[config.mk]
export PLATFORM = sky130hd
export DESIGN_NAME = hex_display_driver
export DESIGN_NICKNAME = d
export VERILOG_FILES = /design/src/rtl/hexdisp_pkg.sv /design/src/rtl/hex7_decode.sv /design/src/rtl/hex_display_driver.sv
export SDC_FILE = /design/constraint.sdc
export NUM_CORES = 1
export LEC_CHECK = 0
export ABC_AREA = 1
export CAP_MARGIN = 20
export CORE_ASPECT_RATIO = 0.7
export CORE_MARGIN = 2
export CORE_UTILIZATION = 51
export CTS_BUF_LIST = sky130_fd_sc_hd__clkbuf_8 sky130_fd_sc_hd__clkbuf_16
export DETAILED_ROUTE_END_ITERATION = 16
export MAX_ROUTING_LAYER = met4
export PLACE_DENSITY = 0.82
export SLEW_MARGIN = 20
export SYNTH_ARGS = -nofsm -noshare
export SYNTH_HDL_FRONTEND = slang
export SYNTH_SLANG_ARGS = --single-unit
[constraint.sdc]
create_clock -name clk -period 2.26 [get_ports clk]
set_input_delay 0.452 -clock clk [delete_from_list [all_inputs] [get_ports clk]]
set_output_delay 0.452 -clock clk [all_outputs]
set_load 0.1 [all_outputs]
[src/rtl/hexdisp_pkg.sv]
// rtl/hexdisp_pkg.sv - shared segment types and hex decode table for the display driver
package hexdisp_pkg;

  typedef logic [6:0] seg7_t;

  // Active-high segment patterns, bit0=a ... bit6=g
  localparam seg7_t SEG_LUT [16] = '{
    7'h3F, 7'h06, 7'h5B, 7'h4F, 7'h66, 7'h6D, 7'h7D, 7'h07,
    7'h7F, 7'h6F, 7'h77, 7'h7C, 7'h39, 7'h5E, 7'h79, 7'h71
  };

  localparam seg7_t SEG_OFF = 7'h00;

endpackage

[src/rtl/hex7_decode.sv]
// rtl/hex7_decode.sv - combinational nibble to seven-segment lookup
module hex7_decode
  import hexdisp_pkg::*;
(
  input  logic [3:0] nibble,
  output seg7_t      segs
);

  assign segs = SEG_LUT[nibble];

endmodule

[src/rtl/hex_display_driver.sv]
// rtl/hex_display_driver.sv - multiplexed hex display with frame-aligned double buffering
module hex_display_driver
  import hexdisp_pkg::*;
#(
  parameter int DIGITS     = 4,
  parameter int SCAN_DIV   = 50000,
  parameter int BLINK_DIV  = 64,
  parameter int ACTIVE_LOW = 0
) (
  input  logic                  clk,
  input  logic                  rst,
  input  logic [4*DIGITS-1:0]   value,
  input  logic                  load,
  input  logic                  blank_lz,
  input  logic [DIGITS-1:0]     blink_mask,
  output logic [6:0]            seg,
  output logic [DIGITS-1:0]     dig_sel,
  output logic                  load_ack
);

  localparam int   CW  = $clog2(SCAN_DIV);
  localparam int   IW  = (DIGITS > 1) ? $clog2(DIGITS) : 1;
  localparam int   FW  = (BLINK_DIV > 1) ? $clog2(BLINK_DIV) : 1;
  localparam logic POL = (ACTIVE_LOW != 0);

  logic [4*DIGITS-1:0] pending;
  logic [4*DIGITS-1:0] shown;
  logic                pend_valid;
  logic [CW-1:0]       cnt;
  logic [IW-1:0]       idx;
  logic [FW-1:0]       frame_cnt;
  logic                blink_ph;
  logic                swap;

  logic                slot_end;
  logic                frame_end;
  logic                take;
  logic [3:0]          nib;
  seg7_t               digit_seg;
  seg7_t               seg_next;
  logic [DIGITS-1:0]   sel_next;
  logic                upper_zero;
  logic                lz_hit;
  logic                blink_hit;

  assign slot_end  = (cnt == CW'(SCAN_DIV - 1));
  assign frame_end = slot_end && (idx == IW'(DIGITS - 1));
  // A load landing on the boundary cycle goes straight to shown.
  assign take      = frame_end && (pend_valid || load);

  hex7_decode u_decode (
    .nibble (nib),
    .segs   (digit_seg)
  );

  always_comb begin
    nib        = 4'h0;
    lz_hit     = 1'b0;
    blink_hit  = 1'b0;
    upper_zero = 1'b1;
    sel_next   = '0;
    seg_next   = digit_seg;
    // Walk from the most significant digit so upper_zero covers digits k..DIGITS-1.
    for (int k = DIGITS - 1; k >= 0; k--) begin
      upper_zero = upper_zero && (shown[4*k +: 4] == 4'h0);
      if (idx == IW'(k)) begin
        nib         = shown[4*k +: 4];
        lz_hit      = blank_lz && (k != 0) && upper_zero;
        blink_hit   = blink_mask[k] && blink_ph;
        sel_next[k] = 1'b1;
      end
    end
    if (slot_end) begin
      sel_next = '0;
      seg_next = SEG_OFF;
    end else if (lz_hit || blink_hit) begin
      seg_next = SEG_OFF;
    end
  end

  always_ff @(posedge clk or posedge rst) begin
    if (rst) begin
      pending    <= '0;
      shown      <= '0;
      pend_valid <= 1'b0;
      cnt        <= '0;
      idx        <= '0;
      frame_cnt  <= '0;
      blink_ph   <= 1'b0;
      swap       <= 1'b0;
      load_ack   <= 1'b0;
      seg        <= {7{POL}};
      dig_sel    <= {DIGITS{POL}};
    end else begin
      if (slot_end) begin
        cnt <= '0;
        idx <= frame_end ? '0 : idx + IW'(1);
      end else begin
        cnt <= cnt + CW'(1);
      end

      if (take) begin
        shown      <= load ? value : pending;
        pend_valid <= 1'b0;
      end else if (load) begin
        pending    <= value;
        pend_valid <= 1'b1;
      end

      // Ack lands with the first lit cycle of the new frame.
      swap     <= take;
      load_ack <= swap;

      if (frame_end) begin
        if (frame_cnt == FW'(BLINK_DIV - 1)) begin
          frame_cnt <= '0;
          blink_ph  <= ~blink_ph;
        end else begin
          frame_cnt <= frame_cnt + FW'(1);
        end
      end

      seg     <= seg_next ^ {7{POL}};
      dig_sel <= sel_next ^ {DIGITS{POL}};
    end
  end

endmodule
==> impl_metrics.json <==
{
  "syn-mean-instance-area_um2": 8.03,
  "setup_violations": 0,
  "setup.worst_path.class": "reg2reg",
  "gp_congestion": 0.908,
  "worstHoldPathType": "reg2reg",
  "synthesis.yosys.warnings": 0,
  "grt_pass1_vias": 2691,
  "worst_clock_skew_ns": 0.00674,
  "dp.final_hpwl_um": 5230,
  "die_h_um": 74.8,
  "nets": 529,
  "post_drt_via_cell_ratio": 5.03,
  "slew_violations": 0,
  "cts_made_buffers": 9,
  "critical_path_peak_fanout": 6,
  "route.detailed.wl_per_inst_um": 12.1,
  "rows": 25,
  "port_buffers": 35,
  "status": "completed",
  "dp_worst_setup_slack_ns": 0.127,
  "clk_pin_slew_ns": 0.07,
  "vdd_ir_drop_max_uv": 320,
  "period_minus_slack_ns": 2.07,
  "final_layout_size_suffix_gt1_share_pct": 10.7,
  "antenna_found_initial": 0,
  "ios": 36,
  "areaGrowthSynthToFinish_pct": 15.6,
  "floorplan.initialDensity_pct": 53.3,
  "fin_total_pwr_uw": 2260,
  "timing.critical_path.to_type": "register",
  "grt_start_max_net_pins": 72,
  "clock_tree.htree_level_count": 3,
  "count_of_routing_violations_after_the_opening_detailed_route_iteration": 152,
  "wire_length_of_the_first_global_routing_pass_um": 12500,
  "clockRootBuffer": "sky130_fd_sc_hd__clkbuf_8",
  "timing.critical_path.arrival_ns": 2.31,
  "pin_slew_with_the_least_headroom_to_its_limit_ns": 0.420,
  "max_slew_margin_pct": 71.8,
  "mostFrequentLayoutCells": "128 x sky130_fd_sc_hd__nand2_1, 71 x sky130_fd_sc_hd__dfrtp_1, 59 x sky130_fd_sc_hd__inv_1",
  "globalRoute.totalOverflow": 0,
  "clock_tree.buffer_depth": 2,
  "post-cts-setup-buffer-count": 0,
  "routed-via-count": 2967,
  "clock_sinks": 71,
  "max_freq_mhz": 483,
  "critPathLaunchType": "register",
  "dieWidth_um": 105,
  "finish.utilization_pct": 61.6,
  "clk-insertion-delay-late_ns": 0.35,
  "synth.net_count": 491,
  "drc": 0,
  "antenna_violating_nets_post_route": 0,
  "p_per_area_mw_per_mm2": 536,
  "routed_wirelength_um": 7140,
  "seq_area_frac_synth_pct": 48.6,
  "setup_ws_final_ns": 0.188,
  "synth_cell_type_count": 33,
  "design.core.area_mm2": 0.00685,
  "ys_seq_elements": 71,
  "synthesis.instances": 455,
  "drt_pre_antenna_iters": 5,
  "power.leakage_uw": 0.00222,
  "max-cap-violations": 0,
  "fp.dieArea_mm2": 0.00787,
  "mostFrequentLayoutCell": "sky130_fd_sc_hd__nand2_1",
  "synth_area_mm2": 0.00365,
  "nFillCells": 576,
  "report.final.hold_viol_count": 0,
  "layout_worst_path_cycle_share_pct": 91.7,
  "grt_util_all_layers_pct": 21.5,
  "cts_tree": "done",
  "critPathRequiredTime_ns": 2.50,
  "number_of_antenna_diodes": 0
}
kinds of logic (layout without fill, tap and decap cells):
family / after synthesis / in the layout / synth area share [%]
XOR/XNOR: 10 / 10 / 2.40
flip-flops: 71 / 71 / 48.6
AO/OA/AOI/OAI: 68 / 68 / 10.1
buffers and inverters: 74 / 115 / 8.73
AND/OR/NAND/NOR: 220 / 220 / 26.0
adder cells (fa/ha/maj): 12 / 12 / 4.11
final timing paths:
path                             start        end  slack (ns)  cells past startpoint
worst max-delay path            idx[0]     seg[0]        0.19                     12
worst min-delay path              swap   load_ack        0.35                      0
worst max register to register  idx[0]     seg[0]        0.19                     12
worst min register to register    swap   load_ack        0.35                      0
max in group asynchronous          rst  shown[13]        1.47                      3
min in group asynchronous          rst     cnt[7]        0.49                      3
sequential cells by signal (all words and copies together), names as in the netlist:
signal	flops
cnt	16
pending	16
shown	16
seg	7
frame_cnt	6
dig_sel	4
idx	2
blink_ph	1
load_ack	1
pend_valid	1
swap	1
per-layer routing:
metal	vias to the layer above	wire length, um	track usage [%]
met5	-	0	-
li1	1508	-	-
met1	1367	3720	29.9
met4	0	74	5.78
met3	11	424	6.84
met2	81	2930	30.6
what timing repair did:
action                     4_1_cts  5_1_grt
hold buffers                     0        0
setup endpoints to repair        0        7
resized for setup                0        5
stage by stage:
step / instance area (um2) / instances / hold slack [ns] / setup TNS (ns)
4_1_cts: 4210 / 590 / 0.354 / 0
5_1_grt: 4220 / 590 / 0.358 / -0.00400
2_1_floorplan: 3650 / 455 / 0.331 / 0
3_3_place_gp: 4070 / 576 / 0.333 / 0
6_report: 4220 / 590 / 0.350 / 0
3_5_place_dp: 4070 / 576 / 0.338 / 0
area by class of cell:
class                           count  area (um2)  share of cell area (%)
Clock inverter                      5        21.3                   0.504
Tap cell                           94         118                    2.79
Inverter                           61         230                    5.45
Timing Repair Buffer               40         383                    9.07
Sequential cell                    71        1780                    42.1
Clock buffer                        9         124                    2.93
Multi-Input combinational cell    310        1570                    37.2
report_power, final:
group / internal [uW] / switching, uW
combinational: 65.2 / 82.1
clock: 370 / 442
sequential: 1300 / 6.96
synth_stat cells:
| library cell | number | area share [%] |
|---|---|---|
| sky130_fd_sc_hd__clkbuf_1 | 3 | 0.31 |
| sky130_fd_sc_hd__nor2_1 | 32 | 3.3 |
| sky130_fd_sc_hd__nand2_1 | 129 | 13 |
| sky130_fd_sc_hd__o211ai_1 | 1 | 0.21 |
| sky130_fd_sc_hd__nor4_1 | 1 | 0.17 |
| sky130_fd_sc_hd__o21a_1 | 2 | 0.41 |
| sky130_fd_sc_hd__nor3_1 | 9 | 1.2 |
| sky130_fd_sc_hd__or2_0 | 1 | 0.17 |
| sky130_fd_sc_hd__dfrtp_1 | 71 | 49 |
| sky130_fd_sc_hd__nand3b_1 | 1 | 0.21 |
| sky130_fd_sc_hd__inv_1 | 57 | 5.9 |
| sky130_fd_sc_hd__buf_4 | 1 | 0.21 |
| sky130_fd_sc_hd__buf_2 | 5 | 0.68 |
| sky130_fd_sc_hd__o21ai_1 | 11 | 1.5 |
| sky130_fd_sc_hd__xor2_1 | 7 | 1.7 |
| sky130_fd_sc_hd__nand2_2 | 3 | 0.51 |
| sky130_fd_sc_hd__a21oi_1 | 15 | 2.1 |
| sky130_fd_sc_hd__nor2_2 | 1 | 0.17 |
| sky130_fd_sc_hd__clkinv_2 | 1 | 0.14 |
| sky130_fd_sc_hd__inv_2 | 2 | 0.21 |
| sky130_fd_sc_hd__clkinv_1 | 1 | 0.10 |
| sky130_fd_sc_hd__nand3_1 | 31 | 4.2 |
| sky130_fd_sc_hd__nor3b_1 | 1 | 0.21 |
| sky130_fd_sc_hd__buf_6 | 4 | 1.2 |
| sky130_fd_sc_hd__o21ai_2 | 6 | 1.4 |
| sky130_fd_sc_hd__nor2_4 | 1 | 0.31 |
| sky130_fd_sc_hd__nor2_8 | 1 | 0.55 |
| sky130_fd_sc_hd__or2_2 | 3 | 0.51 |
| sky130_fd_sc_hd__xnor2_1 | 3 | 0.72 |
| sky130_fd_sc_hd__ha_1 | 12 | 4.1 |
| sky130_fd_sc_hd__nand4_1 | 5 | 0.86 |
| sky130_fd_sc_hd__nand2_4 | 1 | 0.31 |
| sky130_fd_sc_hd__o21ai_0 | 33 | 4.5 |
worst max-delay path, stage by stage (launching register included):
cell and delay [ns]:
sky130_fd_sc_hd__dfrtp_1 0.42, sky130_fd_sc_hd__ha_1 0.30, sky130_fd_sc_hd__inv_1 0.21, sky130_fd_sc_hd__nand2_1 0.10, sky130_fd_sc_hd__nand3_1 0.09, sky130_fd_sc_hd__nand2_1 0.14, sky130_fd_sc_hd__inv_1 0.16, sky130_fd_sc_hd__ha_1 0.21
sky130_fd_sc_hd__nand2_1 0.08, sky130_fd_sc_hd__o21ai_0 0.08, sky130_fd_sc_hd__nand2_1 0.07, sky130_fd_sc_hd__nand2_1 0.06, sky130_fd_sc_hd__nor2_1 0.04
Note: power is estimated with default switching activity, not from simulation.
